===== src/rtl/result_unpacker.sv =====
// -----------------------------------------------------------------------------
// result_unpacker
//
// Reads packed result words from the dual-SRAM result region through the
// read-only SRAM port and streams them out one DATA_W result at a time over a
// valid/ready interface. Each packed word is {sram_B, sram_A}: the low half is
// delivered first, then the high half.
//
// Ports
//   clk_i         rising-edge clock
//   rst_i         asynchronous, active-high reset
//   start_i       start request, sampled only while idle
//   start_addr_i  first word address, latched on start
//   end_addr_i    last word address (inclusive), latched on start
//   csb_o         SRAM read-port chip select, active-low
//   addr_o        SRAM read-port address
//   rdata_i       packed read data {sram_B.dout1, sram_A.dout1}
//   res_valid_o   result valid
//   res_data_o    result data
//   res_ready_i   consumer ready
//   busy_o        high whenever a transfer is in progress (including DONE)
//   done_o        one-cycle pulse after the last result has been accepted
// -----------------------------------------------------------------------------
module result_unpacker #(
    parameter int ADDR_W        = 9,
    parameter int DATA_W        = 32,
    parameter int MEM_WORD_SIZE = 64
) (
    input  logic                     clk_i,
    input  logic                     rst_i,
    input  logic                     start_i,
    input  logic [ADDR_W-1:0]        start_addr_i,
    input  logic [ADDR_W-1:0]        end_addr_i,
    output logic                     csb_o,
    output logic [ADDR_W-1:0]        addr_o,
    input  logic [MEM_WORD_SIZE-1:0] rdata_i,
    output logic                     res_valid_o,
    output logic [DATA_W-1:0]        res_data_o,
    input  logic                     res_ready_i,
    output logic                     busy_o,
    output logic                     done_o
);

    typedef enum logic [2:0] {
        ST_IDLE = 3'd0,
        ST_RD   = 3'd1,
        ST_WT   = 3'd2,
        ST_LO   = 3'd3,
        ST_HI   = 3'd4,
        ST_DONE = 3'd5
    } state_t;

    state_t                           state_r;
    logic [ADDR_W-1:0]                cur_r;
    logic [ADDR_W-1:0]                end_r;
    // The low half of the packed word goes straight into res_data_o when the
    // word is captured, so only the high half needs its own holding register.
    logic [MEM_WORD_SIZE-DATA_W-1:0]  word_hi_r;

    // Transfer sequencer: all outputs are registered and computed one state ahead.
    always_ff @(posedge clk_i or posedge rst_i) begin
        if (rst_i) begin
            state_r     <= ST_IDLE;
            cur_r       <= {ADDR_W{1'b0}};
            end_r       <= {ADDR_W{1'b0}};
            word_hi_r   <= {(MEM_WORD_SIZE-DATA_W){1'b0}};
            csb_o       <= 1'b1;
            addr_o      <= {ADDR_W{1'b0}};
            res_valid_o <= 1'b0;
            res_data_o  <= {DATA_W{1'b0}};
            busy_o      <= 1'b0;
            done_o      <= 1'b0;
        end else begin
            // done_o is a pulse: cleared every cycle unless HI sets it below.
            done_o <= 1'b0;
            case (state_r)
                ST_IDLE: begin
                    if (start_i) begin
                        cur_r   <= start_addr_i;
                        end_r   <= end_addr_i;
                        addr_o  <= start_addr_i;
                        csb_o   <= 1'b0;
                        busy_o  <= 1'b1;
                        state_r <= ST_RD;
                    end
                end
                ST_RD: begin
                    // The SRAM samples csb/addr at the edge leaving RD.
                    csb_o   <= 1'b1;
                    state_r <= ST_WT;
                end
                ST_WT: begin
                    // Read data is valid during WT; capture it on the way out.
                    word_hi_r   <= rdata_i[MEM_WORD_SIZE-1:DATA_W];
                    res_data_o  <= rdata_i[DATA_W-1:0];
                    res_valid_o <= 1'b1;
                    state_r     <= ST_LO;
                end
                ST_LO: begin
                    if (res_ready_i) begin
                        res_data_o <= word_hi_r;
                        state_r    <= ST_HI;
                    end
                end
                ST_HI: begin
                    if (res_ready_i) begin
                        res_valid_o <= 1'b0;
                        if (cur_r == end_r) begin
                            done_o  <= 1'b1;
                            state_r <= ST_DONE;
                        end else begin
                            // Natural ADDR_W-bit overflow gives the wrap to 0.
                            cur_r   <= cur_r + {{(ADDR_W-1){1'b0}}, 1'b1};
                            addr_o  <= cur_r + {{(ADDR_W-1){1'b0}}, 1'b1};
                            csb_o   <= 1'b0;
                            state_r <= ST_RD;
                        end
                    end
                end
                ST_DONE: begin
                    busy_o  <= 1'b0;
                    state_r <= ST_IDLE;
                end
                default: begin
                    csb_o       <= 1'b1;
                    res_valid_o <= 1'b0;
                    busy_o      <= 1'b0;
                    state_r     <= ST_IDLE;
                end
            endcase
        end
    end

endmodule


===== config.mk =====
export PLATFORM = sky130hd
export DESIGN_NAME = result_unpacker
export DESIGN_NICKNAME = d
export VERILOG_FILES = /design/src/rtl/result_unpacker.sv
export SDC_FILE = /design/constraint.sdc
export NUM_CORES = 1
export LEC_CHECK = 0
export CORE_UTILIZATION = 50
export DETAILED_ROUTE_END_ITERATION = 7
export PLACE_DENSITY_LB_ADDON = 0.12
export SYNTH_ARGS = -nofsm -noshare
export SYNTH_HDL_FRONTEND = slang
export SYNTH_SLANG_ARGS = --single-unit

===== constraint.sdc =====
create_clock -name clk_i -period 5.1 [get_ports clk_i]
set_input_delay 1.02 -clock clk_i [delete_from_list [all_inputs] [get_ports clk_i]]
set_output_delay 1.02 -clock clk_i [all_outputs]
set_load 0.05 [all_outputs]

==> results.txt, run 1 <==
* Result of the run: complete, no violations
* Remaining global-route overflow: 0
- Total DRC errors in the routed layout: 0
* Total buffers and inverters traversed by the critical path: 1
- Final Routed Wirelength: roughly 9.0 mm
- Dpl cells: 561
* Via count: 3005
* Internal power: roughly 2.2 mW
- The floorplan step set the die width to around 90 µm.
* Top-level port count: between 100 and 150
* Area used by multi-input combinational logic: approximately 1700 µm²
* Number of levels the H-tree was split into: 3
- Via count of the first global-routing pass: slightly above 3000
- Number of hold buffers added after cts: 0
* Final core occ: between 70% and 80%
- The count of cells in the finished layout, fillers not included, comes to around 580.
- The worst register-to-register path has a setup slack of around 2.9 ns.
* Total of flip-flops plus latches after synthesis: 89
* Clock root buffer: clkbuf_8
- Relative contribution of sequential cells to total power: 33.9%
- Start-to-end type of the worst setup path: input port to flip-flop
- R2r worst-path depth: 4
- Largest buffer count on any clock path: 2
- Of the total power, combinational logic draws a little over half.
- After synthesis the cells add up to 4071 µm².
- CP Capture Point: end_r[3]
- Clock transition at the register clock pins on the worst setup and hold paths after CTS: approximately 0.080 ns
- In the layout the commonest cells are clkdlybuf4s50_1, dfrtp_1, o21ai_0.
* Slowest stage delay, CP: a little under 0.7 ns
- In the final routed layout, each cell accounts on average for approximately 16 µm.
- In the final timing run, aggregate negative setup slack is 0 ns.
- In this run, post-CTS repair resized a total of 0 instances.
* Number of fill cells in the layout: 601
- For the worst setup path, the data arrival time is about 3.0 ns.
* Worst relative slew slack: between 20% and 30%
- Critical register-to-register path startpoint: state_r[2]
- Initial drt markers: 100
* Layout cells sized above 1: roughly 16%
- STA classifies the critical path endpoint as a flip-flop.
- In this run the power density over the cells is between 600 and 700 nW/µm².
* First drt pass iteration count: 4
- The area growth from synthesis to layout is 37.74%.
- STA puts the critical path data required time at 5.33 ns.
* Placeable core region: roughly 8000 µm²
- Synthesis handed over a netlist of roughly 350 instances.
- TritonCTS created 9 clock buffers.
* Worst vdd rail ir drop: roughly 0.34 mV
* Buffers added on ports: 130
* Post-layout nets: ~560
- Final Max Tran Viols: 0
- Register area: 2228 µm²
- In this run the post-CTS setup repair buffer count came out at 0.
* Max Freq: 0.3582 GHz
- Total routing resource utilization after global routing: around 23%
- Counting every net in the synthesized netlist gives between 400 and 500.
- Post-route ant nets: 0
- Overall die height: approximately 92 µm
- Maximum capacitance violations: 0
- Largest fanout of any net on the critical path: 11
* Critical path cell sequence: clkdlybuf4s50_1, and2_1, o21ai_2, nor2_1, mux2_2
- In this run the worst setup path begins at res_ready_i.
- The worst register-to-register path ends at end_r[3].
- The worst path needs 2.792 ns of the cycle, external delays included.
- The tightest min-delay check is of the flip-flop to flip-flop type.
- The first global-routing pass estimated ~15 mm of wire.
* Most common library cell in the layout ignoring fill and taps: clkdlybuf4s50_1
- Setup violations remaining at the end of the flow were counted as 0.
- TritonCTS built the clock tree.
- Summed over all nets, the switching power comes to about 1.7 mW.
- Antenna violations before repair: 0
- For this run, the number of Yosys warnings is 0.
* Cell leakage power: around 2.4 nW
* Post-route clock skew: roughly 0.009 ns
- Period utilization: between 50 and 60%
* Hold Vio Cnt, Final: 0
- Row generation in the floorplan step produced 32 rows.
- Counting instances, the worst hold path has a depth of 2.
* TritonCTS Sinks: 89
- Critical path startpoint category: input port
* Proportion of synthesized chip area in sequential cells: 54.73%
* Synth cell types: 45
- Share of total power consumed by net switching: between 40 and 50%
- A synthesized cell averages 11.73 µm².
* Full die area: 8507 µm²
- RSZ-0062 raised after global routing: no
- The clock network burns 12.7% of the power.
* Inserted Diodes: 0
- After detailed routing, the number of vias per cell comes to approximately 5.2.
- Pin count of the biggest net entering global routing: between 60 and 70
* Placer congestion estimate: 0.8017
- HPWL after detailed placement: roughly 6.3 mm
- The clock reaches the later pin of the worst-skew pair after approximately 0.35 ns.
- Effective utilization at floorplan: between 50% and 60%
* Slowest cell on crit path: nor2_1
- The critical path crosses 5 cells after its start point.
- Gate family responsible for the most delay along the worst path: simple AND/OR/NAND/NOR gates
- At the pin with the least slew margin, the transition time is 1.063 ns.
==> worst min-delay path by stage <==
stage	from	endpoint
2_1_floorplan	word_hi_r[23]	word_hi_r[23]
3_3_place_gp	res_data_o[28]	res_data_o[28]
3_5_place_dp	res_data_o[16]	res_data_o[16]
4_1_cts	res_data_o[16]	res_data_o[16]
5_1_grt	res_data_o[21]	res_data_o[21]
6_report	res_data_o[27]	res_data_o[27]
==> state kept, by name, summed over array words and instances, names as in the netlist <==
register / cells
csb_o: 1
res_valid_o: 1
busy_o: 1
word_hi_r: 32
state_r: 3
end_r: 9
done_o: 1
cur_r: 9
res_data_o: 32
==> worst reg2reg max path: stages (launching register included) <==
cell	delay [ns]
dfrtp_1	0.70
and2_1	0.25
o21ai_2	0.08
nor2_1	0.68
mux2_2	0.42
==> metal layers <==
layer  global-route usage, %  part of all wire (%)  vias up
met5                       0                     0        -
met4                   8.594                   1.4        0
met3                   6.053                   6.8       10
met2                   38.25                    51       82
met1                   27.81                    41     1447
li1                        -                     -     1466
==> per-stage QoR <==
stage	hold slack [ns]	cell area (µm²)	power [mW]	worst slack (ns)
finish	0.4836	5608	3.894	2.308
detailed placement	0.4694	5403	3.430	1.926
global placement	0.4606	5403	3.368	1.970
CTS	0.4886	5608	3.938	2.300
floorplan	0.4574	4071	2.839	1.775
global route	0.5102	5608	4.129	2.175
==> kinds of logic (layout without fill, tap and decap cells) <==
group	Yosys count	count (layout)	synth area share (%)
adder cells (fa/ha/maj)	1	1	0.3073
AND/OR/NAND/NOR	72	72	9.066
flip-flops	89	89	54.73
multiplexers	74	74	19.45
AO/OA/AOI/OAI	76	76	10.94
buffers and inverters	26	154	3.565
XOR/XNOR	9	9	1.936
==> synth_stat cells (all sizes together) <==
library cell	n	area, µm²
nor3	2	15.01
nor2	8	30.03
nor2b	2	15.02
a31oi	4	25.02
o22ai	4	25.02
and3	3	23.77
mux2	41	461.7
ha	1	12.51
a311oi	1	8.760
clkbuf	4	15.01
nand2	42	160.2
nor4	2	27.53
and2	2	12.51
buf	16	107.6
a31o	1	8.760
nor3b	1	18.77
o21ai	47	246.5
nand3	5	25.02
a211oi	2	20.02
a2bb2oi	1	8.760
dfstp	1	26.28
mux2i	33	330.3
xor2	9	78.83
inv	6	22.52
a211o	1	8.760
a21o	1	7.510
or3	1	6.260
dfrtp	88	2202
nand4	3	25.02
o21ba	1	10.01
a21oi	10	53.80
o21a	3	22.52
and4	1	10.01
==> power groups by stage <==
stage / combinational, mW / clock, mW / sequential (mW)
after floorplan: 0.991 / 0 / 1.85
after global placement: 2.05 / 0 / 1.31
after detailed placement: 2.09 / 0 / 1.34
after CTS: 2.11 / 0.510 / 1.32
after global routing: 2.22 / 0.530 / 1.38
final: 2.08 / 0.494 / 1.32
==> layout make-up <==
class | count | area share, %
Inverter | 6 | 0.4239
Multi-Input combinational cell | 232 | 30.43
Tap cell | 102 | 2.276
Clock inverter | 5 | 1.138
Clock buffer | 11 | 2.521
Timing Repair Buffer | 132 | 23.47
Sequential cell | 89 | 39.74
Note: power is estimated with default switching activity, not from simulation.
==> inputs of run 2 (changes only) <==
--- a/config.mk
+++ b/config.mk
@@ -5,7 +5,7 @@
 export SDC_FILE = /design/constraint.sdc
 export NUM_CORES = 1
 export LEC_CHECK = 0
-export CORE_UTILIZATION = 50
+export CORE_UTILIZATION = 46
 export DETAILED_ROUTE_END_ITERATION = 7
 export PLACE_DENSITY_LB_ADDON = 0.12
 export SYNTH_ARGS = -nofsm -noshare
==> constraint.sdc (replaced) <==
create_clock -name clk_i -period 2.82 [get_ports clk_i]
set_input_delay 0.564 -clock clk_i [delete_from_list [all_inputs] [get_ports clk_i]]
set_output_delay 0.564 -clock clk_i [all_outputs]
set_load 0.05 [all_outputs]
==> results.txt, run 2 (synthesis results as in run 1) <==
- The flow ran to the end, and the final reports show no timing, DRC or antenna violations.
- Post-layout nets: 562 (+0.90%)
- Registers with the most flip-flops: res_data_o (32), word_hi_r (32)
- The per-cell via count in the routed design was 5.232 (+0.47%).
* PostCTS Resize Cnt: 0 (unchanged)
* Clock latency on the worst-skew pair: 0.35 ns (about the same)
* Path type of the worst min-delay path: flip-flop to flip-flop
- The final hold violation count came to 0 (unchanged).
- Total routing resource utilization after global routing: 20.97% (-1.7 points)
- Critical register-to-register path startpoint: state_r[2]
- The worst setup path is captured at a primary output.
- Slowest cell on crit path: clkdlybuf4s50_1
- Worst vdd rail ir drop: 0.5355 mV (+60%)
- The critical path ends at addr_o[3].
- Data required time of the critical path: 2.26 ns (-3.07 ns)
* Maximum capacitance violations: 0 (unchanged)
* Drt wl/cell: 15.41 µm (-1.0%)
* Global-route met1 utilization: 24.92% (-2.9 points)
* Largest fanout of any net on the critical path: 8 (-3)
- TritonCTS clock tree: built
- Layer with the highest usage: met2
- Full die area: 9231 µm² (+8.5%)
- The most critical setup path has its startpoint at cur_r[3].
- The number of pins exceeding their max-slew limit in the final report was 0 (unchanged).
* Inserted Clock Buffers: 9 (unchanged)
- Sum Neg Setup Slack: 0 ns (unchanged)
- The number of buffers added on ports was 130 (unchanged).
- Number of hold buffers added after cts: 0 (unchanged)
* Count of cell instances traversed by the critical path: 1 (-4)
- The critical path's largest stage delay came to 0.88 ns (+0.20 ns).
* Period minus WS final: roughly 2.3 ns
- The worst reg-to-reg path cell count was 5 (+1).
- The area of all sequential standard cells came to 2228 µm² (unchanged).
- The cell sitting at the root of the clock tree is a clkbuf_8.
- Overall die height: 96.08 µm (+4.2%)
- Final core occ: 67.46% (-4.4 points)
- The global-route wire length before repair is 14.61 mm (-1.3%).
- Critical path startpoint category: flip-flop
- The share of layout cells above drive strength 1 is 16.46% (+0.67 points).
- Initial drt markers: 92 (-8.0%)
- Power per cell area: 1239 nW/µm² (+78%)
* Number of fill cells in the layout: 688 (+14%)
* Gate family responsible for the most delay along the worst path: buffers and inverters
- Effective utilization at floorplan: 48.57% (-3.6 points)
* Worst flop-to-flop path endpoint: cur_r[4]
* Cell leakage power: 2.442 nW (+0.45%)
* Met2 track demand over resource: 34.22% (-4.0 points)
- Horizontal extent of the die: 96.08 µm (+4.2%)
- Top-level port count: 131 (unchanged)
- Std cell rows: 33 (+3.1%)
- The length of the first detailed-routing pass in iterations came to 4 (unchanged).
- The count of buffering cells on the critical path with inverters included came to 1 (unchanged).
- Placer congestion estimate: 0.7909 (-1.3%)
* Worst Hold Slack: 0.4826 ns (-0.0009940 ns)
- Area used by multi-input combinational logic: 1705 µm² (about the same)
- Most common library cell in the layout ignoring fill and taps: clkdlybuf4s50_1
* Number of levels the H-tree was split into: 3 (unchanged)
- The post-route worst setup slack is 0.5188 ns (-1.789 ns).
- The post-DP HPWL is 6.398 mm (+1.5%).
- Remaining global-route overflow: 0 (unchanged)
- The worst path uses a little over 80% of the clock period.
* Post-route clock skew: 0.01181 ns (+0.002805 ns)
* Layout overhead on the synthesized area: 38.88%
- Transition time of the tightest slew-check pin: 0.5633 ns (-0.4999 ns)
* Via count of the first global-routing pass: 3102 (+2.5%)
* Critical path cell sequence: clkdlybuf4s50_1
- Most used cells in the layout excluding fill and tap cells: clkdlybuf4s50_1, dfrtp_1, o21ai_0
- Final Routed Wirelength: 9.014 mm (+0.36%)
* Setup fix buffers added after clock tree synthesis: 0 (unchanged)
* Clock transition at the register clock pins on the worst setup and hold paths after CTS: 0.09 ns (about the same)
- The total setup violations reported at the end of the flow is 0 (unchanged).
* Post-route ant nets: 0 (unchanged)
- Placeable core region: 8382 µm² (+7.4%)
- Total DRC errors in the routed layout: 0 (unchanged)
- The relative max-transition margin is 62.33% (+33 points).
- Antenna violations before repair: 0 (unchanged)
* Start-to-end type of the worst setup path: flip-flop to primary output
- GRT met3 Usage: 8.057% (+2.0 points)
- The pin count of the biggest net entering global routing came to 90 (+38%).
- For this run, the top clock speed supported by timing is approximately 0.43 GHz.
* Worst slack after detailed placement: 0.4824 ns (-1.443 ns)
* Largest buffer count on any clock path: 2 (unchanged)
* TritonCTS Sinks: 89 (unchanged)
- The setup slack on the worst flop-to-flop path was 0.84 ns (-2.02 ns).
- Inserted Diodes: 0 (unchanged)
- Critical path data arrival time: 1.74 ns (-1.28 ns)
* RSZ-0062 raised after global routing: no
* Via count: 3061 (+1.9%)
## run 2: cell types whose count changed in the layout (fill, tap and decap cells not counted), sizes merged
cell / before / now
clkinv: 3 / 1
bufinv: 1 / 0
clkbuf: 11 / 10
clkinvlp: 1 / 5
buf: 2 / 7
## run 2: layout make-up
cell class,count,area share (%)
timing repair buffer,137,24.61
clock inverter,6,0.7745
clock buffer,10,2.257
tap,105,2.324
inverter,6,0.4647
sequential,89,39.41
multi-input combinational,232,30.16
## run 2: how the worst min path moves through the flow
stage / startpoint / endpoint / slack (ns) / depth (start not counted)
2_1_floorplan: word_hi_r[23] / word_hi_r[23] / 0.46 / 1
3_3_place_gp: res_data_o[12] / res_data_o[12] / 0.46 / 2
3_5_place_dp: res_data_o[13] / res_data_o[13] / 0.47 / 2
4_1_cts: res_data_o[13] / res_data_o[13] / 0.49 / 2
5_1_grt: res_data_o[13] / res_data_o[13] / 0.51 / 2
6_report: res_data_o[13] / res_data_o[13] / 0.48 / 2
## run 2: power breakdown
group          leakage [nW]  internal (mW)  switching, mW
clock                0.0749          0.322          0.461
combinational          1.30           1.59           2.24
sequential             1.06           1.93          0.463
total                  2.44           3.84           3.17
## run 2: per-stage QoR
| stage | cells | area [µm²] | total power [mW] |
|---|---|---|---|
| 2_1_floorplan | 347 | 4075 | 5.134 |
| 3_3_place_gp | 569 | 5483 | 6.170 |
| 3_5_place_dp | 569 | 5483 | 6.293 |
| 4_1_cts | 585 | 5654 | 7.077 |
| 5_1_grt | 585 | 5654 | 7.467 |
| 6_report | 585 | 5654 | 7.006 |
## run 2: layer usage
metal	share of wire [%]	routed length, µm
met2	48	4355
met4	1.5	133
met5	0	0
met1	41	3738
met3	8.7	786
